===== config.mk =====
export PLATFORM = sky130hd
export DESIGN_NAME = result_collector_fpga
export DESIGN_NICKNAME = d
export VERILOG_FILES = /design/src/rtl/result_collector_fpga_pkg.sv /design/src/rtl/result_collector_fpga_shift_collector.sv /design/src/rtl/result_collector_fpga.sv
export SDC_FILE = /design/constraint.sdc
export NUM_CORES = 1
export LEC_CHECK = 0
export ABC_AREA = 0
export BUFFER_PORTS_ARGS = -buffer_cell sky130_fd_sc_hd__buf_4
export CAP_MARGIN = 20
export CELL_PAD_IN_SITES_DETAIL_PLACEMENT = 1
export CELL_PAD_IN_SITES_GLOBAL_PLACEMENT = 1
export CORE_ASPECT_RATIO = 0.5
export CORE_UTILIZATION = 46
export CTS_CLUSTER_DIAMETER = 60
export DETAILED_ROUTE_END_ITERATION = 10
export GPL_ROUTABILITY_DRIVEN = 0
export HOLD_SLACK_MARGIN = 0.08
export PLACE_DENSITY_LB_ADDON = 0.1
export SETUP_SLACK_MARGIN = 0.1
export SYNTH_ARGS = -nofsm -noshare
export SYNTH_HDL_FRONTEND = slang
export SYNTH_SLANG_ARGS = --single-unit

===== constraint.sdc =====
create_clock -name clk -period 3.2 [get_ports clk]
set_clock_uncertainty 0.1 [all_clocks]
set_input_delay 0.48 -clock clk [delete_from_list [all_inputs] [get_ports clk]]
set_output_delay 0.48 -clock clk [all_outputs]
set_load 0.1 [all_outputs]

===== src/rtl/result_collector_fpga_pkg.sv =====
// Shared definitions for the result collector: FSM state encoding and a
// helper that sizes the saturating bit counter.
package result_collector_fpga_pkg;

   typedef enum logic [1:0] {
      IDLE    = 2'd0,
      PULSE   = 2'd1,
      RUN     = 2'd2,
      PRESENT = 2'd3
   } state_e;

   // Bits needed to hold a count from 0 up to and including w.
   function automatic int cnt_bits(input int w);
      return $clog2(w + 1);
   endfunction

endpackage


===== src/rtl/result_collector_fpga_shift_collector.sv =====
// MSB-first deserializer: shifts bit_in into an RES_W-bit word on every
// enable, counts bits up to RES_W and raises a sticky overflow flag when a
// further bit arrives once the word is already full.
module result_collector_fpga_shift_collector
   import result_collector_fpga_pkg::*;
#(
   parameter int RES_W = 16,
   parameter int CNT_W = cnt_bits(RES_W)
) (
   input  logic             clk,
   input  logic             rst,
   input  logic             clr,
   input  logic             en,
   input  logic             bit_in,
   output logic [RES_W-1:0] data,
   output logic [CNT_W-1:0] cnt,
   output logic             ovf
);

   logic [RES_W-1:0] data_q, data_d;
   logic [CNT_W-1:0] cnt_q, cnt_d;
   logic             ovf_q, ovf_d;

   // Next-state: clear wins over shift; past RES_W bits the oldest bit falls off.
   always_comb begin
      data_d = data_q;
      cnt_d  = cnt_q;
      ovf_d  = ovf_q;
      if (clr) begin
         data_d = '0;
         cnt_d  = '0;
         ovf_d  = 1'b0;
      end else if (en) begin
         data_d = {data_q[RES_W-2:0], bit_in};
         if (cnt_q == CNT_W'(RES_W)) begin
            ovf_d = 1'b1;
         end else begin
            cnt_d = cnt_q + 1'b1;
         end
      end
   end

   // Collector state registers; rst is active low and asynchronous.
   always_ff @(posedge clk or negedge rst) begin
      if (!rst) begin
         data_q <= '0;
         cnt_q  <= '0;
         ovf_q  <= 1'b0;
      end else begin
         data_q <= data_d;
         cnt_q  <= cnt_d;
         ovf_q  <= ovf_d;
      end
   end

   assign data = data_q;
   assign cnt  = cnt_q;
   assign ovf  = ovf_q;

endmodule


===== src/rtl/result_collector_fpga.sv =====
// Job initiator and result collector: accepts one job at a time, pulses
// start to the controller, deserializes the enC-strobed result bits, and
// presents the word on a valid/ready port with overflow and timeout flags.
module result_collector_fpga
   import result_collector_fpga_pkg::*;
#(
   parameter int RES_W = 16,
   parameter int TMO   = 1023,
   parameter int TMO_W = 10
) (
   input  logic             clk,
   input  logic             rst,
   input  logic             req_valid,
   output logic             req_ready,
   output logic             start,
   input  logic             enC,
   input  logic             ser_bit,
   input  logic             done,
   output logic [RES_W-1:0] res_data,
   output logic             res_valid,
   input  logic             res_ready,
   output logic             res_ovf,
   output logic             res_tmo
);

   localparam int CNT_W = cnt_bits(RES_W);

   state_e           state_q, state_d;
   logic             start_q, start_d;
   logic             res_valid_q, res_valid_d;
   logic             res_tmo_q, res_tmo_d;
   logic [TMO_W-1:0] tmo_q, tmo_d;

   logic             accept;
   logic             shift_en;
   logic [CNT_W-1:0] bit_cnt_unused;

   // A job is taken only while idle; the word is cleared on the same edge.
   assign accept   = (state_q == IDLE) && req_valid;
   // Bits are only taken while the job runs; PRESENT freezes the word.
   assign shift_en = (state_q == RUN) && enC;

   result_collector_fpga_shift_collector #(
      .RES_W (RES_W),
      .CNT_W (CNT_W)
   ) u_shift (
      .clk    (clk),
      .rst    (rst),
      .clr    (accept),
      .en     (shift_en),
      .bit_in (ser_bit),
      .data   (res_data),
      .cnt    (bit_cnt_unused),
      .ovf    (res_ovf)
   );

   // FSM next-state and registered output decode; done outranks timeout.
   always_comb begin
      state_d     = state_q;
      start_d     = 1'b0;
      res_valid_d = res_valid_q;
      res_tmo_d   = res_tmo_q;
      tmo_d       = tmo_q;
      case (state_q)
         IDLE: begin
            if (req_valid) begin
               state_d   = PULSE;
               start_d   = 1'b1;
               res_tmo_d = 1'b0;
               tmo_d     = '0;
            end
         end
         PULSE: begin
            state_d = RUN;
         end
         RUN: begin
            tmo_d = tmo_q + 1'b1;
            if (done) begin
               state_d     = PRESENT;
               res_valid_d = 1'b1;
            end else if (tmo_q == TMO_W'(TMO - 1)) begin
               // Counter reaches TMO on this edge with no done seen.
               state_d     = PRESENT;
               res_valid_d = 1'b1;
               res_tmo_d   = 1'b1;
            end
         end
         PRESENT: begin
            if (res_ready) begin
               state_d     = IDLE;
               res_valid_d = 1'b0;
            end
         end
         default: begin
            state_d = IDLE;
         end
      endcase
   end

   // Control registers; an asynchronous reset drops start at once.
   always_ff @(posedge clk or negedge rst) begin
      if (!rst) begin
         state_q     <= IDLE;
         start_q     <= 1'b0;
         res_valid_q <= 1'b0;
         res_tmo_q   <= 1'b0;
         tmo_q       <= '0;
      end else begin
         state_q     <= state_d;
         start_q     <= start_d;
         res_valid_q <= res_valid_d;
         res_tmo_q   <= res_tmo_d;
         tmo_q       <= tmo_d;
      end
   end

   assign req_ready = (state_q == IDLE);
   assign start     = start_q;
   assign res_valid = res_valid_q;
   assign res_tmo   = res_tmo_q;

endmodule


==> results.tsv, run 1 <==
stage	metric	value	unit
outcome	run_status	completed	
timing	hold_viol	0	
routing	wirelength	4.15	mm
timing	fin_tns_setup	0	ns
routing	drc_errors	0	
clocking	clockRootBuffer	sky130_fd_sc_hd__clkbuf_8	
cells_and_area	post_route_cells_drive_above_1_share	20.5	%
yosys	post_synthesis_net_count	198	
critical_path	reg2reg_to	u_shift.cnt[0]	
cells_and_area	layout.core_utilization	60.7	%
power_and_ir_drop	p_int	1.03	mW
power_and_ir_drop	power.share.combinational	43.1	%
routing	drtAntennaViolNets	0	
min_path	worst_hold_path_depth	3	
critical_path	critPathArrivalTime	2.41	ns
cells_and_area	num_antenna_cells	0	
timing	fmaxAchievable	423	MHz
power_and_ir_drop	total_switching_power	0.839	mW
routing	num_vias	1434	
routing	drtPass1Iterations	4	
clocking	worst_skew_pair.late_latency	0.29	ns
clocking	buffer_levels_on_the_longest_clock_path	2	
floorplan	fp.dieH	46.1	um
critical_path	crit_path_end_kind	flip-flop	
yosys	synth_warnings	0	
global_route	grt_antenna_before_repair	0	
clocking	cts-buffers-inserted	5	
power_and_ir_drop	power.share.switching	44.9	%
cells_and_area	post_layout_nonfiller_instances	266	
critical_path	worst_ep_required_time	3.24	ns
timing	finalCriticalPeriod	2.37	ns
critical_path	worst_setup_path_start_kind	flip-flop	
clocking	clkSinkCount	37	
yosys	syn_area_per_cell	9.72	um^2
clocking	post_cts_resize_count	0	
routing	drt-vias-per-instance	5.39	
critical_path	timing.critical_path.cells	inv_1, ha_1, nand2_1, nor2_1, xnor2_1, nor2_1	
floorplan	io_pins	28	
yosys	yosys_register_bits	37	
timing	timing.max_slew.rel_slack	52.7	%
global_route	grt_start_max_net_pins	38	
place	port_buffers	27	
global_route	grt_resource_usage_total	22.1	%
routing	detailedRoute.firstIterationViolations	55	
timing	finalCritPeriodShare	73.9	%
timing	final.hold.worst_slack	0.328	ns
power_and_ir_drop	share_seq_of_total_power	33.9	%
flow_run	max-cap-violations	0	
min_path	hold_path_startpoint	ser_bit	
clocking	clk_slew_on_worst_s_h_paths	0.08	ns
min_path	whs_endpoint	u_shift.data[0]	
power_and_ir_drop	p_per_area	864	nW/um^2
critical_path	type_of_the_worst_setup_path	reg2reg	
floorplan	floorplan.initialDensity	50.2	%
power_and_ir_drop	total_leakage_power	1.05	nW
clocking	cts_tree	yes	
critical_path	slack_of_the_worst_reg_to_reg_path	0.83	ns
place	dp.cells	257	
floorplan	placeableCoreArea	3570	um^2
global_route	global_route.overflow_total	0	
power_and_ir_drop	clkPwrFrac	23.0	%
critical_path	reg2reg_depth	6	
power_and_ir_drop	power.ir.vdd_worst	0.480	mV
yosys	ys_seq_area_share	51.7	%
critical_path	timing.rr.start	state_q[0]	
timing	worst-slew-pin-transition	0.708	ns
yosys	count_of_different_cell_masters_after_synthesis	36	
min_path	hold_class	in2reg	
floorplan	std_cell_rows	15	
yosys	post_synthesis_cells	184	
critical_path	worst_path_max_delay_cell	sky130_fd_sc_hd__nand2_1	
timing	rsz0062_at_grt	no	
floorplan	full_die_area	4160	um^2
timing	number_of_pins_exceeding_their_max_slew_limit_in_the_final_report	0	
routing	avgRoutedWirePerCell	15.6	um
critical_path	path_common_cell	sky130_fd_sc_hd__nor2_1	
critical_path	worst_path_largest_cell_delay	0.53	ns
global_route	number_of_global_route_vias_before_repair	1381	
clocking	holdBufCountCts	1	
timing	final_setup_violation_count	0	
floorplan	die_span_x	90.2	um
cells_and_area	final_nets	228	
clocking	clock_tree.htree_level_count	2	
clocking	postCtsSetupRepairBufs	0	
critical_path	worstPathMaxFanout	19	
yosys	synthesized_cell_area	1790	um^2
cells_and_area	area_growth	21.0	%
place	post-dp-hpwl	2.78	mm
global_route	grt_pass1_wl	6.77	mm
==> critical path, delay by kind of cell (launching register included) <==
family | cells | cell delay [ns]
xor gates and xnor gates | 1 | 0.18
adders and majority gates | 1 | 0.49
buffers and inverters | 1 | 0.09
DFF | 1 | 0.41
and+or+nand+nor | 3 | 0.94
==> cell usage after synthesis <==
cell / count / area [um^2]
sky130_fd_sc_hd__nand4_2: 2 / 25.0
sky130_fd_sc_hd__o32a_2: 1 / 11.3
sky130_fd_sc_hd__a22o_1: 2 / 17.5
sky130_fd_sc_hd__mux2_4: 1 / 15.0
sky130_fd_sc_hd__inv_1: 8 / 30.0
sky130_fd_sc_hd__nand2b_1: 1 / 6.26
sky130_fd_sc_hd__nor2b_1: 2 / 12.5
sky130_fd_sc_hd__mux2i_1: 3 / 30.0
sky130_fd_sc_hd__nor3b_1: 1 / 7.51
sky130_fd_sc_hd__a21o_1: 2 / 15.0
sky130_fd_sc_hd__nor3_1: 1 / 5.00
sky130_fd_sc_hd__buf_2: 1 / 5.00
sky130_fd_sc_hd__and2_1: 3 / 18.8
sky130_fd_sc_hd__o221ai_1: 2 / 17.5
sky130_fd_sc_hd__nand2_1: 45 / 169
sky130_fd_sc_hd__o21ai_0: 4 / 20.0
sky130_fd_sc_hd__and4bb_2: 1 / 12.5
sky130_fd_sc_hd__or2b_1: 1 / 7.51
sky130_fd_sc_hd__xnor2_1: 3 / 26.3
sky130_fd_sc_hd__a21oi_1: 23 / 115
sky130_fd_sc_hd__nor4bb_1: 1 / 10.0
sky130_fd_sc_hd__ha_1: 7 / 87.6
sky130_fd_sc_hd__a311oi_2: 1 / 15.0
sky130_fd_sc_hd__nor2_1: 10 / 37.5
sky130_fd_sc_hd__clkbuf_1: 3 / 11.3
sky130_fd_sc_hd__nand3_1: 2 / 10.0
sky130_fd_sc_hd__and4_4: 1 / 11.3
sky130_fd_sc_hd__buf_4: 1 / 7.51
sky130_fd_sc_hd__nand4_1: 3 / 18.8
sky130_fd_sc_hd__buf_1: 1 / 3.75
sky130_fd_sc_hd__or4_1: 2 / 15.0
sky130_fd_sc_hd__or3_1: 2 / 12.5
sky130_fd_sc_hd__dfrtp_1: 37 / 926
sky130_fd_sc_hd__nand3_2: 1 / 10.0
sky130_fd_sc_hd__mux2_1: 1 / 11.3
sky130_fd_sc_hd__xor2_1: 4 / 35.0
==> metrics by stage <==
stage | total power [mW] | setup WS, ns | cell area (um^2)
after floorplan | 1.26 | 0.699 | 1790
after global placement | 1.41 | 0.944 | 2040
after detailed placement | 1.45 | 0.807 | 2040
after CTS | 1.89 | 0.799 | 2170
after global routing | 1.98 | 0.575 | 2170
final | 1.87 | 0.834 | 2170
==> layout by cell type (no fill, tap or decap), types with 2 or more instances in the layout <==
cell type	synthesis	final
sky130_fd_sc_hd__or3_1	2	2
sky130_fd_sc_hd__nand2_1	45	45
sky130_fd_sc_hd__a22o_1	2	2
sky130_fd_sc_hd__o21ai_0	4	4
sky130_fd_sc_hd__xnor2_1	3	3
sky130_fd_sc_hd__nor2b_1	2	2
sky130_fd_sc_hd__o221ai_1	2	2
sky130_fd_sc_hd__dfrtp_1	37	37
sky130_fd_sc_hd__nand3_1	2	2
sky130_fd_sc_hd__nor2_1	10	10
sky130_fd_sc_hd__buf_4	1	28
sky130_fd_sc_hd__ha_1	7	7
sky130_fd_sc_hd__xor2_1	4	4
sky130_fd_sc_hd__a21o_1	2	2
sky130_fd_sc_hd__inv_1	8	8
sky130_fd_sc_hd__a21oi_1	23	23
sky130_fd_sc_hd__nand4_1	3	3
sky130_fd_sc_hd__and2_1	3	3
sky130_fd_sc_hd__nand4_2	2	2
sky130_fd_sc_hd__or4_1	2	2
sky130_fd_sc_hd__clkbuf_8	0	6
sky130_fd_sc_hd__mux2i_1	3	3
==> per-layer routing <==
metal	GRT usage (%)	vias to the layer above	wire [um]
met5	0	-	0
met1	27.5	702	1890
li1	-	685	-
met3	6.93	7	212
met2	38.0	40	2000
met4	7.74	0	48
==> power groups by stage <==
| stage | clock network, mW | logic [mW] | registers, mW |
|---|---|---|---|
| 2_1_floorplan | 0 | 0.406 | 0.857 |
| 3_3_place_gp | 0 | 0.771 | 0.639 |
| 3_5_place_dp | 0 | 0.810 | 0.642 |
| 4_1_cts | 0.440 | 0.816 | 0.636 |
| 5_1_grt | 0.457 | 0.872 | 0.647 |
| 6_report | 0.430 | 0.806 | 0.635 |
==> cells by family (layout without fill, tap and decap cells) <==
logic type	Yosys count	after routing	synth area share [%]
xor gates and xnor gates	7	7	3.43
and+or+nand+nor	79	79	21.7
DFF	37	37	51.7
buffers and inverters	14	45	3.22
adders and majority gates	7	7	4.89
AOI/OAI and AO/OA	35	35	11.8
muxes	5	5	3.15
==> how the worst max path moves through the flow <==
stage | to | depth (start not counted) | from | slack, ns
3_5_place_dp | u_shift.cnt[0] | 6 | state_q[0] | 0.81
6_report | u_shift.cnt[0] | 6 | state_q[0] | 0.83
4_1_cts | u_shift.cnt[0] | 6 | state_q[0] | 0.80
2_1_floorplan | tmo_q[7] | 6 | state_q[0] | 0.70
5_1_grt | u_shift.cnt[2] | 6 | state_q[0] | 0.57
3_3_place_gp | u_shift.cnt[2] | 6 | state_q[0] | 0.94
==> area by class of cell <==
type	count	area (um^2)
timing repair buffer	29	220
clock inverter	2	37.5
clock buffer	6	82.6
fill	415	1400
sequential	37	926
multi-input combinational	133	806
tap	51	63.8
inverter	8	30.0
==> sequential cells by signal (all words and copies together), names as in the netlist <==
| name | cells |
|---|---|
| u_shift.data | 16 |
| tmo_q | 10 |
| u_shift.cnt | 5 |
| state_q | 2 |
| res_tmo | 1 |
| res_valid | 1 |
| start | 1 |
| u_shift.ovf | 1 |
(Power assumes the default switching activity.)
==> run 2, diff against run 1 <==
CORE_UTILIZATION = 43   (was 46)
clock period = 2.4 ns   (was 3.2 ns; I/O delays follow)
==> run 2 against run 1 <==
Against the previous run:
- sequential power rose by 34%
- clock power rose by 35%
- final area rose by 1.3%
- maximum frequency rose by 11%
- sequential share of layout area fell by 0.56 points
- count of clock-buffer cells in the layout did not move
- combinational power rose by 35%
- setup slack got worse by 0.56 ns
- register-to-register slack got worse by 0.56 ns
- sequential cell count did not move
- hold slack got worse by 0.12 ns
- utilization fell by 5.1 points
- critical endpoint is now tmo_q[5]
- largest power group unchanged
==> results.tsv, run 2 (synthesis results as in run 1) <==
stage	metric	value	unit	change
critical_path	crit_path_end_kind	flip-flop		
timing	worst-slew-pin-transition	0.644	ns	-0.0646 ns
clocking	cts_tree	yes		
power_and_ir_drop	clkPwrFrac	23.0	%	about the same
power_and_ir_drop	p_per_area	1150	nW/um^2	+33%
timing	fin_ws	0.274	ns	-0.560 ns
floorplan	std_cell_rows	16		+1
outcome	run_status	completed		
global_route	grt_pass1_wl	6.22	mm	-8.1%
clocking	clock_tree.htree_level_count	2		unchanged
power_and_ir_drop	total_switching_power	1.12	mW	+34%
cells_and_area	num_antenna_cells	0		unchanged
place	dp.cells	263		+2.3%
global_route	grt_start_max_net_pins	38		unchanged
critical_path	worst_setup_path_start_kind	flip-flop		
floorplan	die_span_x	93.2	um	+3.4%
cells_and_area	area_growth	22.7	%	
critical_path	type_of_the_worst_setup_path	reg2reg		
timing	fin_tns_setup	0	ns	unchanged
power_and_ir_drop	p_int	1.40	mW	+36%
cells_and_area	most-common-layout-cells	sky130_fd_sc_hd__nand2_1, sky130_fd_sc_hd__dfrtp_1, sky130_fd_sc_hd__buf_4		
floorplan	placeableCoreArea	3940	um^2	+11%
cells_and_area	flip_flop_count_of_the_largest_register_after_layout	16		unchanged
min_path	hold_class	in2reg		
timing	final_setup_violation_count	0		unchanged
routing	num_vias	1404		-2.1%
critical_path	worst_path_max_delay_cell	sky130_fd_sc_hd__dfrtp_1		
cells_and_area	layout.cells.most_common	sky130_fd_sc_hd__nand2_1		
routing	drtPass1Iterations	2		-2
timing	fmaxAchievable	470	MHz	+11%
power_and_ir_drop	power.ir.vdd_worst	0.805	mV	+68%
place	port_buffers	27		unchanged
clocking	cts-buffers-inserted	5		unchanged
global_route	global_route.overflow_total	0		unchanged
floorplan	full_die_area	4440	um^2	+6.7%
power_and_ir_drop	total_leakage_power	1.07	nW	+1.2%
global_route	number_of_global_route_vias_before_repair	1277		-7.5%
routing	drt-vias-per-instance	5.16		-4.3%
floorplan	floorplan.initialDensity	45.4	%	-4.8 points
power_and_ir_drop	share_seq_of_total_power	33.7	%	-0.2 points
clocking	buffer_levels_on_the_longest_clock_path	2		unchanged
clocking	clockRootBuffer	sky130_fd_sc_hd__clkbuf_8		
clocking	post_cts_resize_count	0		unchanged
routing	avgRoutedWirePerCell	14.4	um	-7.6%
clocking	clk_slew_on_worst_s_h_paths	0.08	ns	about the same
critical_path	total_buffers_and_inverters_traversed_by_the_critical_path	2		+1
timing	timing.max_slew.rel_slack	56.5	%	+3.8 points
critical_path	worst_path_largest_cell_delay	0.39	ns	-0.14 ns
timing	rsz0062_at_grt	no		
global_route	grt_resource_usage_total	19.3	%	-2.9 points
critical_path	critPathArrivalTime	2.19	ns	-0.22 ns
power_and_ir_drop	power.share.switching	44.5	%	-0.36 points
timing	finalCriticalPeriod	2.13	ns	-0.240 ns
timing	final.hold.worst_slack	0.207	ns	-0.121 ns
routing	detailedRoute.firstIterationViolations	31		-44%
place	post-dp-hpwl	2.68	mm	-3.6%
routing	drtAntennaViolNets	0		unchanged
critical_path	slack_of_the_worst_reg_to_reg_path	0.27	ns	-0.56 ns
critical_path	worst_ep_required_time	2.46	ns	-0.78 ns
cells_and_area	post_layout_nonfiller_instances	272		+2.3%
timing	hold_viol	0		unchanged
critical_path	worstPathMaxFanout	10		-9
place	place_ws	0.435	ns	-0.371 ns
critical_path	timing.critical_path.cells	inv_1, ha_1, buf_4, mux2i_1, and4bb_2, xnor2_1, nor2_1		
cells_and_area	post_route_cells_drive_above_1_share	22.0	%	+1.6 points
clocking	clkSinkCount	37		unchanged
timing	finalCritPeriodShare	88.6	%	+15 points
routing	wirelength	3.92	mm	-5.5%
floorplan	fp.dieH	47.6	um	+3.3%
floorplan	io_pins	28		unchanged
flow_run	max-cap-violations	0		unchanged
cells_and_area	final_nets	231		+1.3%
global_route	grt_antenna_before_repair	0		unchanged
routing	drc_errors	0		unchanged
timing	number_of_pins_exceeding_their_max_slew_limit_in_the_final_report	0		unchanged
critical_path	timing.critical_path.max_delay_family	flip-flops		
clocking	worst_skew_pair.late_latency	0.29	ns	about the same
power_and_ir_drop	power.share.combinational	43.3	%	+0.2 points
## run 2: area by class of cell
type | count | area, um^2
tap | 54 | 67.6
sequential | 37 | 926
timing repair buffer | 32 | 243
multi-input combinational | 133 | 808
clock inverter | 2 | 37.5
inverter | 8 | 30.0
fill | 459 | 1750
clock buffer | 6 | 82.6
## run 2: worst register-to-register path, stage by stage (launching register included)
cell                       delay [ns]
sky130_fd_sc_hd__dfrtp_1         0.39
sky130_fd_sc_hd__inv_1           0.08
sky130_fd_sc_hd__ha_1            0.28
sky130_fd_sc_hd__buf_4           0.21
sky130_fd_sc_hd__mux2i_1         0.36
sky130_fd_sc_hd__and4bb_2        0.29
sky130_fd_sc_hd__xnor2_1         0.20
sky130_fd_sc_hd__nor2_1          0.09
## run 2: metal layers
| layer | vias up | wire length, um | track usage, % |
|---|---|---|---|
| met5 | - | 0 | 0 |
| met3 | 5 | 169 | 7.30 |
| met4 | 0 | 42 | 5.85 |
| met2 | 22 | 1780 | 33.2 |
| li1 | 692 | - | - |
| met1 | 685 | 1920 | 23.5 |
## run 2: worst paths after layout
path	to	cells after the start	start
worst max-delay path	tmo_q[5]	7	state_q[0]
worst min-delay path	u_shift.data[0]	3	ser_bit
worst max register to register	tmo_q[5]	7	state_q[0]
worst min register to register	u_shift.ovf	2	u_shift.ovf
max in group asynchronous	tmo_q[7]	2	rst
min in group asynchronous	start	2	rst
## run 2: what timing repair did
item | in CTS | in global routing
hold buffers | 1 | 0
setup buffers | 0 | 0
hold endpoints to repair | 37 | 0
## run 2: per-stage QoR
| stage | utilization, % | area (um^2) | power (mW) |
|---|---|---|---|
| global route | 55.6 | 2190 | 2.66 |
| CTS | 55.6 | 2190 | 2.54 |
| detailed placement | 52.3 | 2060 | 1.94 |
| finish | 55.6 | 2190 | 2.52 |
| global placement | 52.3 | 2060 | 1.92 |
| floorplan | - | 1790 | 1.69 |
## run 2: power by group through the flow
stage                     logic (mW)  clock network, mW  registers (mW)
after CTS                       1.10              0.590           0.848
after global routing            1.18              0.617           0.867
final                           1.09              0.581           0.849
after floorplan                0.545                  0            1.14
after detailed placement        1.09                  0           0.857
after global placement          1.07                  0           0.848
